`src/rtl/uart_ctrl.sv`:
```
// uart_ctrl: memory-mapped 8N1 UART (TXD/RXD/CON registers) with a shared baud divider.
// Optional feature macro: UART_CTRL_IRQ_EN enables CON[1:0] interrupt enables and the irq output.
module uart_ctrl #(
  parameter int unsigned BAUD_DIV = 5208
) (
  input  logic       clk,
  input  logic       reset,
  input  logic       rd,
  input  logic       wr,
  input  logic [1:0] addr,
  input  logic [7:0] wdata,
  output logic [7:0] rdata,
  input  logic       uart_rx,
  output logic       uart_tx,
  output logic       irq
);
  localparam int unsigned CW = (BAUD_DIV > 2) ? $clog2(BAUD_DIV) : 1;
  localparam logic [CW-1:0] BIT_LAST  = CW'(BAUD_DIV - 1);
  localparam logic [CW-1:0] HALF_LAST = CW'(BAUD_DIV / 2 - 1);
  localparam logic [1:0] A_TXD = 2'd0;
  localparam logic [1:0] A_RXD = 2'd1;
  localparam logic [1:0] A_CON = 2'd2;

  typedef enum logic [1:0] {S_IDLE, S_START, S_DATA, S_STOP} state_t;

  logic txd_wr_c, con_wr_c, rxd_rd_c, con_rd_c;
  assign txd_wr_c = wr && (addr == A_TXD);
  assign con_wr_c = wr && (addr == A_CON);
  assign rxd_rd_c = rd && (addr == A_RXD);
  assign con_rd_c = rd && (addr == A_CON);

  // Transmit engine
  state_t        tx_state, tx_state_n;
  logic [CW-1:0] tx_cnt, tx_cnt_n;
  logic [2:0]    tx_bit, tx_bit_n;
  logic [7:0]    tx_shift, tx_shift_n;
  logic          tx_busy, tx_busy_n, tx_done, tx_done_n, tx_line_n;

  always_ff @(posedge clk) begin
    if (reset) begin
      tx_state <= S_IDLE;
      tx_cnt   <= '0;
      tx_bit   <= '0;
      tx_shift <= '0;
      tx_busy  <= 1'b0;
      tx_done  <= 1'b0;
      uart_tx  <= 1'b1;
    end else begin
      tx_state <= tx_state_n;
      tx_cnt   <= tx_cnt_n;
      tx_bit   <= tx_bit_n;
      tx_shift <= tx_shift_n;
      tx_busy  <= tx_busy_n;
      tx_done  <= tx_done_n;
      uart_tx  <= tx_line_n;
    end
  end

  // tx_line_n is the line level for the state being entered, so uart_tx lags the write by one edge
  always_comb begin
    tx_state_n = tx_state;
    tx_cnt_n   = tx_cnt;
    tx_bit_n   = tx_bit;
    tx_shift_n = tx_shift;
    tx_busy_n  = tx_busy;
    tx_done_n  = tx_done && !con_rd_c;
    tx_line_n  = uart_tx;
    case (tx_state)
      S_IDLE: begin
        if (tx_busy) begin
          tx_state_n = S_START;
          tx_cnt_n   = '0;
          tx_line_n  = 1'b0;
        end else if (txd_wr_c) begin
          tx_shift_n = wdata;
          tx_busy_n  = 1'b1;
        end
      end
      S_START: begin
        if (tx_cnt == BIT_LAST) begin
          tx_state_n = S_DATA;
          tx_cnt_n   = '0;
          tx_bit_n   = '0;
          tx_line_n  = tx_shift[0];
        end else begin
          tx_cnt_n = tx_cnt + CW'(1);
        end
      end
      S_DATA: begin
        if (tx_cnt == BIT_LAST) begin
          tx_cnt_n   = '0;
          tx_shift_n = {1'b0, tx_shift[7:1]};
          if (tx_bit == 3'd7) begin
            tx_state_n = S_STOP;
            tx_line_n  = 1'b1;
          end else begin
            tx_bit_n  = tx_bit + 3'd1;
            tx_line_n = tx_shift[1];
          end
        end else begin
          tx_cnt_n = tx_cnt + CW'(1);
        end
      end
      S_STOP: begin
        if (tx_cnt == BIT_LAST) begin
          tx_state_n = S_IDLE;
          tx_cnt_n   = '0;
          tx_busy_n  = 1'b0;
          tx_done_n  = 1'b1;
        end else begin
          tx_cnt_n = tx_cnt + CW'(1);
        end
      end
      default: tx_state_n = S_IDLE;
    endcase
  end

  // Receive engine behind a 2-flop synchronizer; rx_prev detects the start-bit falling edge
  logic          rx_s1, rx_s2, rx_prev;
  state_t        rx_state, rx_state_n;
  logic [CW-1:0] rx_cnt, rx_cnt_n;
  logic [2:0]    rx_bit, rx_bit_n;
  logic [7:0]    rx_shift, rx_shift_n, rxd, rxd_n;
  logic          rx_valid, rx_valid_n, rx_ovr, rx_ovr_n;

  always_ff @(posedge clk) begin
    if (reset) begin
      rx_s1    <= 1'b1;
      rx_s2    <= 1'b1;
      rx_prev  <= 1'b1;
      rx_state <= S_IDLE;
      rx_cnt   <= '0;
      rx_bit   <= '0;
      rx_shift <= '0;
      rxd      <= '0;
      rx_valid <= 1'b0;
      rx_ovr   <= 1'b0;
    end else begin
      rx_s1    <= uart_rx;
      rx_s2    <= rx_s1;
      rx_prev  <= rx_s2;
      rx_state <= rx_state_n;
      rx_cnt   <= rx_cnt_n;
      rx_bit   <= rx_bit_n;
      rx_shift <= rx_shift_n;
      rxd      <= rxd_n;
      rx_valid <= rx_valid_n;
      rx_ovr   <= rx_ovr_n;
    end
  end

  // A framing error simply returns to IDLE: no new falling edge occurs until the line goes high again
  always_comb begin
    rx_state_n = rx_state;
    rx_cnt_n   = rx_cnt;
    rx_bit_n   = rx_bit;
    rx_shift_n = rx_shift;
    rxd_n      = rxd;
    rx_valid_n = rx_valid && !rxd_rd_c;
    rx_ovr_n   = rx_ovr && !(con_wr_c && wdata[5]);
    case (rx_state)
      S_IDLE: begin
        if (rx_prev && !rx_s2) begin
          rx_state_n = S_START;
          rx_cnt_n   = '0;
        end
      end
      S_START: begin
        if (rx_cnt == HALF_LAST) begin
          rx_cnt_n   = '0;
          rx_bit_n   = '0;
          rx_state_n = rx_s2 ? S_IDLE : S_DATA;
        end else begin
          rx_cnt_n = rx_cnt + CW'(1);
        end
      end
      S_DATA: begin
        if (rx_cnt == BIT_LAST) begin
          rx_cnt_n   = '0;
          rx_shift_n = {rx_s2, rx_shift[7:1]};
          if (rx_bit == 3'd7) rx_state_n = S_STOP;
          else                rx_bit_n   = rx_bit + 3'd1;
        end else begin
          rx_cnt_n = rx_cnt + CW'(1);
        end
      end
      S_STOP: begin
        if (rx_cnt == BIT_LAST) begin
          rx_state_n = S_IDLE;
          rx_cnt_n   = '0;
          if (rx_s2) begin
            rxd_n      = rx_shift;
            rx_valid_n = 1'b1;
            if (rx_valid && !rxd_rd_c) rx_ovr_n = 1'b1;
          end
        end else begin
          rx_cnt_n = rx_cnt + CW'(1);
        end
      end
      default: rx_state_n = S_IDLE;
    endcase
  end

  logic [1:0] irq_en;
`ifdef UART_CTRL_IRQ_EN
  always_ff @(posedge clk) begin
    if (reset)         irq_en <= 2'b00;
    else if (con_wr_c) irq_en <= wdata[1:0];
  end
  assign irq = (irq_en[0] & rx_valid) | (irq_en[1] & tx_done);
`else
  assign irq_en = 2'b00;
  assign irq    = 1'b0;
`endif

  // TXD is write-only and the reserved slot reads 0
  always_comb begin
    rdata = 8'h00;
    if (rd) begin
      case (addr)
        A_RXD:   rdata = rxd;
        A_CON:   rdata = {2'b00, rx_ovr, tx_busy, rx_valid, tx_done, irq_en};
        default: rdata = 8'h00;
      endcase
    end
  end

endmodule

```
`config.mk`:
```
export PLATFORM = sky130hd
export DESIGN_NAME = uart_ctrl
export DESIGN_NICKNAME = d
export VERILOG_FILES = /design/src/rtl/uart_ctrl.sv
export SDC_FILE = /design/constraint.sdc
export NUM_CORES = 1
export LEC_CHECK = 0
export ABC_AREA = 1
export CAP_MARGIN = 20
export CORE_MARGIN = 2
export CORE_UTILIZATION = 45
export DETAILED_ROUTE_END_ITERATION = 6
export GPL_TIMING_DRIVEN = 0
export MAX_ROUTING_LAYER = met4
export PLACE_DENSITY = 0.75
export RECOVER_POWER = 50
export SLEW_MARGIN = 20
export SYNTH_ARGS = -nofsm -noshare
export SYNTH_HDL_FRONTEND = slang
export SYNTH_SLANG_ARGS = --single-unit
```
`constraint.sdc`:
```
create_clock -name clk -period 1.5 [get_ports clk]
set_input_delay 0.225 -clock clk [delete_from_list [all_inputs] [get_ports clk]]
set_output_delay 0.225 -clock clk [all_outputs]
set_load 0.01 [all_outputs]
```
Yosys cells after proc, flatten, opt, wreduce, memory -nomap -nowiden
Index checks and enable logic that the tools add are counted.
Operators by class
  $add $sub $neg: 4
  equality and inequality tests: 27
  muxes and demuxes: 52
  reduce and logical (&&, ||, !) cells: 32
Operators with widths (count)
  two-way mux 13 bit: 5
  case mux 13 bit (3 select lines): 1
  two-way mux 8 bit: 4
  case mux 8 bit (2 select lines): 2
  != test 2 bit, second input constant: 14
  adder 13 x 1 -> 13 bit, second input constant: 2
  == test 13 bit, second input constant: 2
  case mux 13 bit (2 select lines): 1
  two-way mux 2 bit: 11
  two-way mux 3 bit: 6
  two-way mux 1 bit: 16
  case mux 2 bit (4 select lines): 2
  AND reduction 4 bit: 4
  == test 13 x 12 -> 1 bit, second input constant: 1
  case mux 3 bit (2 select lines): 2
  == test 2 bit, second input constant: 5
  AND reduction 5 bit: 2
  logical AND 1 bit: 9
  nonzero test 2 bit: 4
  adder 3 x 1 -> 3 bit, second input constant: 2
  == test 2 x 1 -> 1 bit, second input constant: 3
  == test 3 bit, second input constant: 2
  logical NOT 2 bit: 3
  logical NOT 1 bit: 4
  7 further kinds: 8
Word-level totals
  flip-flop bits (word level): 68
  bits of input ports: 15
  logic and storage cells: 132

Logic depth before layout (Yosys ltp)
  depth after elaboration: 9
  mapped depth: 11
  gate-level depth less buffers: 10

Worst setup path after synthesis
No wires, ideal clock.
  path kind: reg2reg
  start point: register tx_state[0]
  end point: register tx_cnt[12]
  setup time: 0.115 ns
  arrival time: 1.473 ns
  data required time: 1.385 ns
  path slack: -0.088 ns
  cell stages (with the launch flop): 11
  path buffers: 0
  period minus slack after synthesis: 1.588 ns
  path through: dfxtp_1 inv_1 ha_1 nand2_2 clkinv_1 nor2_1 nand2_1 inv_1 nand3_1 nand2_1 nor2_1
Between the ends
  word-level cells in the longest chain between the ends: 3
RTL lines
  from (decl): RTL line 33  | state_t tx_state, tx_state_n;
  from (signal assigned): RTL line 49  | tx_state <= tx_state_n;
  == test 2 bit / == test 2 x 1 -> 1 bit (equally long branches): RTL line 68  | case (tx_state)
  OR reduction 3 bit (no line)
  case mux 13 bit (2 select lines): RTL line 68
  to (signal assigned): RTL line 50  | tx_cnt <= tx_cnt_n;
  to (decl): RTL line 34  | logic [CW-1:0] tx_cnt, tx_cnt_n;
Several ways; a longest one is shown, not always the timed one.
A chain may end at the register's enable or synchronous reset.

Worst setup path after layout
  start point: register rx_cnt[1]
  end point: register rxd[0]
Between the ends
  word-level cells in the longest chain between the ends: 2
RTL lines
  from (decl): RTL line 121  | logic [CW-1:0] rx_cnt, rx_cnt_n;
  from (signal assigned): RTL line 143  | rx_cnt <= rx_cnt_n;
  == test 13 bit: RTL line 188  | if (rx_cnt == BIT_LAST) begin
  AND reduction 3 bit (no line)
  to (signal assigned): RTL line 146  | rxd <= rxd_n;
  to (decl): RTL line 123  | logic [7:0] rx_shift, rx_shift_n, rxd, rxd_n;
Every way passes these cells.

==> impl_metrics.env <==
export IMPL_outcome="complete, but fails checks"
export IMPL_violations="setup timing"
export IMPL_slew_headroom_pct=59.6
export IMPL_whs_path_depth=4
export IMPL_rows=32
export IMPL_start_util_pct=46.1
export IMPL_final_max_slew_viol_count=0
export IMPL_timing_final_crit_share_pct=104
export IMPL_port_buffers=23
export IMPL_clock_sinks=68
export IMPL_crit_path_frequent_cell="buf_6"
export IMPL_hold_path_endpoint="tx_done"
export IMPL_drt_first_pass_iters=5
export IMPL_route_detailed_drc=0
export IMPL_insertion_delay_ns=0.35
export IMPL_fin_hold_ws_ns=0.406
export IMPL_setup_slack_ns=-0.0539
export IMPL_netlist_area_um2=3520
export IMPL_place_area_um2=3900
export IMPL_htreeDepth=3
export IMPL_cts_path_max_buffers=2
export IMPL_synth_edf_count=0
export IMPL_boundaryPins=25
export IMPL_viasPerCell=5.23
export IMPL_finalSetupTns_ns=-0.482
export IMPL_critPathSlowestCell="dfxtp_4"
export IMPL_ir_drop_mv=0.505
export IMPL_endpoint_kind="flop"
export IMPL_period_minus_slack_ns=1.55
export IMPL_clk_transition_reported_paths_ns=0.07
export IMPL_seq_area_um2=1400
export IMPL_synthFlopType="dfxtp_1"
export IMPL_dieArea_um2=8550
export IMPL_crit_type="flop to flop"
export IMPL_p_per_area_nw_per_um2=1090
export IMPL_syn_inst=550
export IMPL_syn_to_final_growth_pct=34.0
export IMPL_synth_nets=579
export IMPL_wl_mm=9.53
export IMPL_worstMarginPinSlew_ns=0.607
export IMPL_die_h_um=92.5
export IMPL_ant_nets=0
export IMPL_ys_top_cells_by_area="dfxtp_1 39%, nand2_1 16%, nor2_1 11%"
export IMPL_rsz0062_at_grt="true"
export IMPL_hold_start="rd"
export IMPL_grt_max_degree=11
export IMPL_synth_seq_cells=68
export IMPL_antenna_found_initial=0
export IMPL_gr_total_overflow=0
export IMPL_core_area_um2=7650
export IMPL_cap_violations=0
export IMPL_power_leakage_nw=1.98
export IMPL_multiInputGateArea_um2=2190
export IMPL_vias=3760
export IMPL_ff2ff_setup_slack_ns=-0.05
export IMPL_fillerInstances=639
export IMPL_hp_class="input pin to flop"
export IMPL_synth_top_area_cell="dfxtp_1"
export IMPL_grtUsageTotal_pct=21.9
export IMPL_grt_pass1_vias=3385
export IMPL_drive_above_1_share_pct=25.4
export IMPL_max_freq_mhz=644
export IMPL_fin_worst_skew_ns=0.00676
export IMPL_cts_tree="built"
export IMPL_die_x_um=92.5
export IMPL_r2r_end="rxd[0]"
export IMPL_cts_hold_buffers=0
export IMPL_cts_buffers=9
export IMPL_syn_avg_cell_area_um2=6.40
export IMPL_crit_chain="ha_4 -> nand2_4 -> nor2_4 -> nand3_4 -> nor3_4 -> buf_12 -> buf_6 -> buf_6 -> o21ai_2 -> nor2_1"
export IMPL_r2r_start="rx_cnt[1]"
export IMPL_ys_types=33
export IMPL_crit_arrival_ns=1.83
export IMPL_nets=642
export IMPL_hold_violations=0
export IMPL_antenna_cells=0
export IMPL_r2r_cells=10
export IMPL_dp_hpwl_mm=5.83
export IMPL_critPathRequiredTime_ns=1.78
export IMPL_gp_congestion=0.847
export IMPL_path_max_fanout=4
export IMPL_yosysSeqAreaShare_pct=38.7
export IMPL_dp_slack_ns=-0.660
export IMPL_grt_pass1_wl_mm=14.6
export IMPL_slowest_delay_ns=0.36
export IMPL_drt_iter0_drc=239
export IMPL_wl_per_cell_um=13.3
export IMPL_yosysTopAreaCellShare_pct=38.7
export IMPL_setup_violations=24
export IMPL_async_flop_share_pct=0
export IMPL_stdcell_area_um2=4720
export IMPL_yosys_warnings=0
export IMPL_cts_root_buf="clkbuf_8"
export IMPL_cp_start_kind="flop"
==> synth_stat cells (2+ instances only) <==
master and n:
nand2_1 154, nor2_1 100, dfxtp_1 68, inv_1 68
o21ai_0 38, a21oi_1 34, nand3_1 32, ha_1 14
clkbuf_1 8, nor3_1 7, or2_2 3, buf_4 2
nand2_2 2
==> worst max-delay path: cells and delay by family, from the launching register on <==
kind	cells	cell delay, ns
and+or+nand+nor	5	0.57
DFF	1	0.36
buffers and inverters	3	0.34
adders and majority gates	1	0.16
AOI/OAI and AO/OA	1	0.05
==> power breakdown <==
part | total [mW] | internal, mW | switching, mW
combinational | 1.67 | 0.658 | 1.01
clock | 1.44 | 0.771 | 0.666
sequential | 2.06 | 1.95 | 0.108
total | 5.16 | 3.38 | 1.78
==> what timing repair did <==
action,4_1_cts,5_1_grt
resized for setup,89,100
pin swaps,15,26
setup endpoints to repair,70,67
setup buffers,17,10
cloned,1,2
==> layer usage <==
layer	GRT usage (%)	wire, um	up-vias
li1	-	-	1863
met1	25.4	4120	1769
met2	37.2	4720	109
met3	4.96	515	19
met4	7.46	171	0
met5	-	0	-
==> how the worst max path moves through the flow <==
stage                     cells after the start        start          end  slack (ns)
after floorplan                              10  tx_state[0]   tx_cnt[12]     -0.0004
after global placement                        6      addr[0]     rdata[5]       -0.66
after detailed placement                      6      addr[1]     rdata[2]       -0.66
final                                        10    rx_cnt[1]       rxd[0]       -0.05
after global routing                         10    rx_cnt[8]       rxd[7]       -0.14
after CTS                                     7  tx_state[0]  tx_shift[0]       -0.03
==> metrics by stage <==
step / cells / power (mW) / util [%]
6_report: 719 / 5.16 / 61.7
5_1_grt: 719 / 5.47 / 61.7
4_1_cts: 708 / 4.92 / 57.2
3_5_place_dp: 675 / 3.23 / 50.9
3_3_place_gp: 675 / 3.20 / 50.9
2_1_floorplan: 550 / 2.92 / -
==> final cells by class <==
cell class | count | share of cell area (%)
sequential | 68 | 29.6
clock buffer | 14 | 3.87
tap | 102 | 2.70
multi-input combinational | 402 | 46.3
buffer | 10 | 1.54
clock inverter | 1 | 0.106
timing repair inverter | 1 | 0.159
inverter | 70 | 5.94
timing repair buffer | 51 | 9.78
==> registers in the layout, indices dropped and copies added, names as in the netlist, named ones only <==
| signal | flops |
|---|---|
| rx_bit | 3 |
| rx_cnt | 13 |
| rx_ovr | 1 |
| rx_prev | 1 |
| rx_s1 | 1 |
| rx_s2 | 1 |
| rx_shift | 8 |
| rx_state | 1 |
| rx_valid | 1 |
| rxd | 8 |
| tx_bit | 3 |
| tx_busy | 1 |
| tx_cnt | 13 |
| tx_done | 1 |
| tx_shift | 8 |
| tx_state | 2 |
| uart_tx | 1 |
==> placed cells by master, fill, tap and decap left out, drive strengths merged, types with 2 or more instances in the layout <==
cell type / instances
dfxtp: 68
clkdlybuf4s50: 11
a21oi: 35
clkbuf: 22
clkdlybuf4s15: 2
o21ai: 39
nand3: 33
nand2: 156
ha: 14
buf: 36
nor3: 8
or2: 3
dlygate4sd2: 3
nor2: 101
inv: 70
nand4: 3
==> cells by family after synthesis <==
group,count (synthesis),synth area share (%)
xor+xnor,1,0.249
buf+inv,81,8.84
fa+ha+maj,14,4.97
flops,68,38.7
compound gates,79,11.7
other cells,1,0.106
simple gates,306,35.5
No activity file was read; power rests on OpenSTA's default activity.
